===== config.mk =====
export PLATFORM = sky130hd
export DESIGN_NAME = pixel_dispatch_sched
export DESIGN_NICKNAME = d
export VERILOG_FILES = /design/src/rtl/pixel_dispatch_sched.sv
export SDC_FILE = /design/constraint.sdc
export NUM_CORES = 1
export LEC_CHECK = 0
export CORE_MARGIN = 5
export CORE_UTILIZATION = 47
export CTS_CLUSTER_DIAMETER = 100
export DETAILED_ROUTE_END_ITERATION = 10
export PLACE_DENSITY = 0.86
export SETUP_SLACK_MARGIN = 0.5
export SYNTH_ARGS = -nofsm -noshare
export SYNTH_HDL_FRONTEND = slang
export SYNTH_SLANG_ARGS = --single-unit

===== constraint.sdc =====
create_clock -name clk -period 2.92 [get_ports clk]
set_input_delay 0.292 -clock clk [delete_from_list [all_inputs] [get_ports clk]]
set_output_delay 0.292 -clock clk [all_outputs]
set_load 0.02 [all_outputs]

===== src/rtl/pixel_dispatch_sched.sv =====
// Raster-order pixel scheduler: walks an H_RES x V_RES frame and hands each pixel
// to a ray core through a round-robin req/grant arbiter. Define PIX_DISPATCH_PERF_EN to build the stall counter.
module pixel_dispatch_sched #(
  parameter int H_RES     = 320,
  parameter int V_RES     = 240,
  parameter int X_BITS    = 9,
  parameter int Y_BITS    = 8,
  parameter int NUM_CORES = 4
) (
  input  logic                 clk,
  input  logic                 reset,
  input  logic                 start,
  input  logic                 abort,
  input  logic [NUM_CORES-1:0] req,
  output logic [NUM_CORES-1:0] grant,
  output logic [X_BITS-1:0]    pix_x,
  output logic [Y_BITS-1:0]    pix_y,
  output logic                 busy,
  output logic                 frame_done,
  output logic [31:0]          stall_cycles
);

  localparam int CW = $clog2(NUM_CORES);
  localparam logic [X_BITS-1:0] X_LAST = X_BITS'(H_RES - 1);
  localparam logic [Y_BITS-1:0] Y_LAST = Y_BITS'(V_RES - 1);
  localparam logic [CW:0]       NC     = (CW + 1)'(NUM_CORES);
  localparam logic [CW-1:0]     RR_MAX = CW'(NUM_CORES - 1);

  typedef enum logic {IDLE, DISPATCH} state_t;

  state_t        state_reg, state_next;
  logic [X_BITS-1:0] pix_x_reg, pix_x_next;
  logic [Y_BITS-1:0] pix_y_reg, pix_y_next;
  logic [CW-1:0] rr_ptr_reg, rr_ptr_next;
  logic          frame_done_reg, frame_done_next;

  logic          active;
  logic          found;
  logic [CW-1:0] win_idx;
  logic          xfer;
  logic          last_pix;
  logic          launch;

  assign active   = (state_reg == DISPATCH) && !abort;
  assign xfer     = active && found;
  assign last_pix = (pix_x_reg == X_LAST) && (pix_y_reg == Y_LAST);
  assign launch   = (state_reg == IDLE) && start && !abort;

  // Search starts at rr_ptr and wraps by subtraction so NUM_CORES need not be a power of two.
  always_comb begin
    logic [CW:0] cand;
    found   = 1'b0;
    win_idx = '0;
    cand    = '0;
    for (int k = 0; k < NUM_CORES; k++) begin
      cand = {1'b0, rr_ptr_reg} + (CW + 1)'(k);
      if (cand >= NC) cand = cand - NC;
      if (!found && req[cand[CW-1:0]]) begin
        found   = 1'b1;
        win_idx = cand[CW-1:0];
      end
    end
  end

  generate
    for (genvar gi = 0; gi < NUM_CORES; gi++) begin : g_grant
      assign grant[gi] = active && found && (win_idx == CW'(gi));
    end
  endgenerate

  always_ff @(posedge clk) begin
    if (reset) begin
      state_reg      <= IDLE;
      pix_x_reg      <= '0;
      pix_y_reg      <= '0;
      rr_ptr_reg     <= '0;
      frame_done_reg <= 1'b0;
    end else begin
      state_reg      <= state_next;
      pix_x_reg      <= pix_x_next;
      pix_y_reg      <= pix_y_next;
      rr_ptr_reg     <= rr_ptr_next;
      frame_done_reg <= frame_done_next;
    end
  end

  always_comb begin
    state_next      = state_reg;
    pix_x_next      = pix_x_reg;
    pix_y_next      = pix_y_reg;
    rr_ptr_next     = rr_ptr_reg;
    frame_done_next = 1'b0;
    case (state_reg)
      IDLE: begin
        if (launch) begin
          state_next = DISPATCH;
          pix_x_next = '0;
          pix_y_next = '0;
        end
      end
      DISPATCH: begin
        if (abort) begin
          state_next = IDLE;
        end else if (xfer) begin
          rr_ptr_next = (win_idx == RR_MAX) ? '0 : win_idx + CW'(1);
          // The final pixel leaves the counters parked on (H_RES-1, V_RES-1).
          if (last_pix) begin
            state_next      = IDLE;
            frame_done_next = 1'b1;
          end else if (pix_x_reg == X_LAST) begin
            pix_x_next = '0;
            pix_y_next = pix_y_reg + Y_BITS'(1);
          end else begin
            pix_x_next = pix_x_reg + X_BITS'(1);
          end
        end
      end
    endcase
  end

  assign pix_x      = pix_x_reg;
  assign pix_y      = pix_y_reg;
  assign busy       = (state_reg == DISPATCH);
  assign frame_done = frame_done_reg;

`ifdef PIX_DISPATCH_PERF_EN
  logic [31:0] stall_reg;

  always_ff @(posedge clk) begin
    if (reset) begin
      stall_reg <= '0;
    end else if (launch) begin
      stall_reg <= '0;
    end else if ((state_reg == DISPATCH) && !xfer && (stall_reg != 32'hFFFF_FFFF)) begin
      stall_reg <= stall_reg + 32'd1;
    end
  end

  assign stall_cycles = stall_reg;
`else
  assign stall_cycles = 32'd0;
`endif

endmodule


==> results_dict.tcl <==
set metrics [dict create \
    drv_cap 0 \
    dp.final_hpwl_mm 2.63 \
    period_minus_slack_ps 2370 \
    grt_overflow 0 \
    grt_first_pass_wirelength_mm 5.58 \
    ys_types 51 \
    setup_viol 0 \
    r2r_end "pix_y[3]" \
    layout.nets 245 \
    synth_flop_cell "dfxtp_1" \
    slew_headroom_pct 58.6 \
    worst-slew-pin-transition_ps 616 \
    drv_slew 0 \
    worstPathMaxFanout 3 \
    netlist.area_leader.share_pct 26.9 \
    use_met1_pct 20.8 \
    postLayoutCoreUtil_pct 55.5 \
    setup_tns_ps 0 \
    vdd_drop_max_mv 0.220 \
    skew_ps 3.34 \
    start_kind "input pin" \
    worst_path_largest_cell_delay_ps 500 \
    outcome "finished clean" \
    synth_seq_cells 21 \
    place_area_mm2 0.00177 \
    synth_edf_count 0 \
    reg2reg_from "pix_x[0]" \
    required_ps 2630 \
    criticalPathCategory "in -> out" \
    hold_viol_final 0 \
    clk_latency_ps 310 \
    cp_data_arrival_time_ps 2080 \
    antenna_left 0 \
    slowest_stage "clkdlybuf4s50_1" \
    rsz0062_at_grt "true" \
    synthArstFlopShare_pct 0 \
    netlist_area_mm2 0.00156 \
    reg2reg_slack_ps 720 \
    period_share_pct 81.3 \
    hold_class "reg -> reg" \
    holdBufCountCts 0 \
    yosysTopAreaCell "dfxtp_1" \
    place_congestion 0.890 \
    finalPower_uw 551 \
    initial_utilization_pct 47.6 \
    totalWireLength_mm 3.54 \
    first_global_vias 1251 \
    root_buffer "clkbuf_4" \
    grt_most_used_layer "met2" \
    wire_per_inst_um 12.8 \
    route.detailed.drc 0 \
    ys.warnings.count 0 \
    met2_usage_pct 25.5 \
    hold_path_end "pix_y[7]" \
    viasPerCell 5.16 \
    die_w_um 67.7 \
    use_met3_pct 2.66 \
    hold_depth 1 \
    p_leak_nw 0.716 \
    setup_slack_ps 547 \
    cts_tree "yes" \
    dr.first_iter.drc_count 42 \
    die_area_mm2 0.00458 \
    r2r_cells 6 \
    synthTopCellsByArea "dfxtp_1 (27%), buf_4 (16%), a21oi_1 (5.8%)" \
    cts_buffer_depth 2 \
    antenna_found_initial 0 \
    design_area_mm2 0.00182 \
    worstPathCellList "clkdlybuf4s50_1 -> inv_1 -> a22oi_1 -> o22ai_1 -> a31oi_2 -> and2_2 -> ha_1 -> and3_2 -> clkdlybuf4s15_2" \
    fmax_ghz 0.421 \
    synthCells 198 \
    core_mm2 0.00328 \
    io_buffers 30 \
    gr-usage-all-layers_pct 15.6 \
    die_y_um 67.7 \
    critPathCaptureType "output port" \
    io_pins 63 \
    area_growth_pct 16.5 \
    grt_max_degree 16 \
    path_clk_slew_ps 120 \
    dr.pass1.iters 4 \
    synth_area_per_cell_um2 7.90 \
    preCtsSetupSlack_ps 118 \
    synth_seq_area_share_pct 26.9 \
    power_density_mw_per_mm2 303 \
    diodes 0 \
    rows 21 \
    numCtsBuffers 3 \
    hold_start "pix_y[7]" \
    layout-drive-gt1-share_pct 11.3 \
    cts_sinks 21 \
    largest_reg_flops 9 \
    vias 1424 \
    htree_levels 1 \
]
## worst max-delay path, delay by kind of cell
| family | cells | cell delay, ps |
|---|---|---|
| buffers and inverters | 3 | 830 |
| AO/OA/AOI/OAI | 3 | 480 |
| AND/OR/NAND/NOR | 2 | 350 |
| adder cells (fa/ha/maj) | 1 | 130 |
## through the flow
stage / hold WS, ps / cells
floorplan: 492 / 229
global placement: 475 / 269
detailed placement: 478 / 269
CTS: 508 / 275
global route: 540 / 276
finish: 510 / 276
## placed cells by master, fill, tap and decap left out, types with 2 or more instances in the layout
cell and count:
conb_1 32, clkdlybuf4s50_1 24, nand2_1 20, dfxtp_1 20, a21oi_1 18, nand3_1 12, inv_1 9, nor2_1 9
o21ai_0 6, ha_1 6, a31oi_1 5, and3_2 4, and3_1 4, buf_4 4, a22oi_1 3, nand4b_1 3
clkbuf_4 3, and2_1 2, a21o_1 2, nor3_1 2, nor2b_1 2, xnor2_1 2, nand4_1 2, dlymetal6s2s_1 2
clkbuf_2 2
## repair_timing
item | 4_1_cts | 5_1_grt
endpoints found under the hold margin | 0 | 0
resized for setup | 12 | 5
endpoints found under the setup margin | 4 | 4
pin swaps | 1 | 1
setup buffers | 2 | 1
## kinds of logic (layout without fill, tap and decap cells)
kind of cell | count (synthesis) | in the layout | synth area share (%)
AOI/OAI and AO/OA | 48 | 48 | 19.4
xor gates and xnor gates | 2 | 2 | 1.12
adders and majority gates | 6 | 6 | 4.80
buffers and inverters | 46 | 47 | 19.6
DFF | 21 | 21 | 26.9
muxes | 1 | 1 | 0.640
other | 1 | 32 | 0.240
and+or+nand+nor | 73 | 73 | 27.4
## synth_stat cells (2+ instances only)
library cell and number:
a21o_1 2, a21oi_1 18, a22oi_1 3, a31oi_1 6
and2_1 2, and3_1 4, and3_2 4, buf_2 2
buf_4 33, dfxtp_1 21, ha_1 6, inv_1 9
nand2_1 20, nand3_1 12, nand4_1 2, nand4b_1 3
nor2_1 9, nor2b_1 2, nor3_1 2, o21ai_0 6
xnor2_1 2
## metal layers
layer	vias to the layer above	wire (um)
met5	-	0
met4	0	29
met3	4	226
met2	46	1740
met1	664	1550
li1	710	-
## power breakdown
part	switching, mW	internal, mW	total [mW]	leakage (nW)
logic	0.0771	0.0334	0.111	0.529
clock network	0.0955	0.0511	0.147	0.0177
registers	0.00515	0.289	0.294	0.170
## layout make-up
class	count	area, um^2
fillers	326	1460
multi-input cells	162	960
flip-flops and latches	21	422
repair buffers	34	322
well taps	46	57.6
inverters	9	33.8
clock buffers	3	22.5
clock inverters	1	5.00
## how the worst max path moves through the flow
| stage | startpoint | to | depth (start not counted) |
|---|---|---|---|
| 3_3_place_gp | req[0] | grant[3] | 6 |
| 6_report | req[3] | grant[3] | 9 |
| 4_1_cts | req[1] | grant[2] | 7 |
| 2_1_floorplan | pix_x[0] | pix_y[3] | 6 |
| 3_5_place_dp | req[0] | grant[1] | 6 |
| 5_1_grt | req[3] | grant[3] | 9 |
No activity file was read; power rests on OpenSTA's default activity.
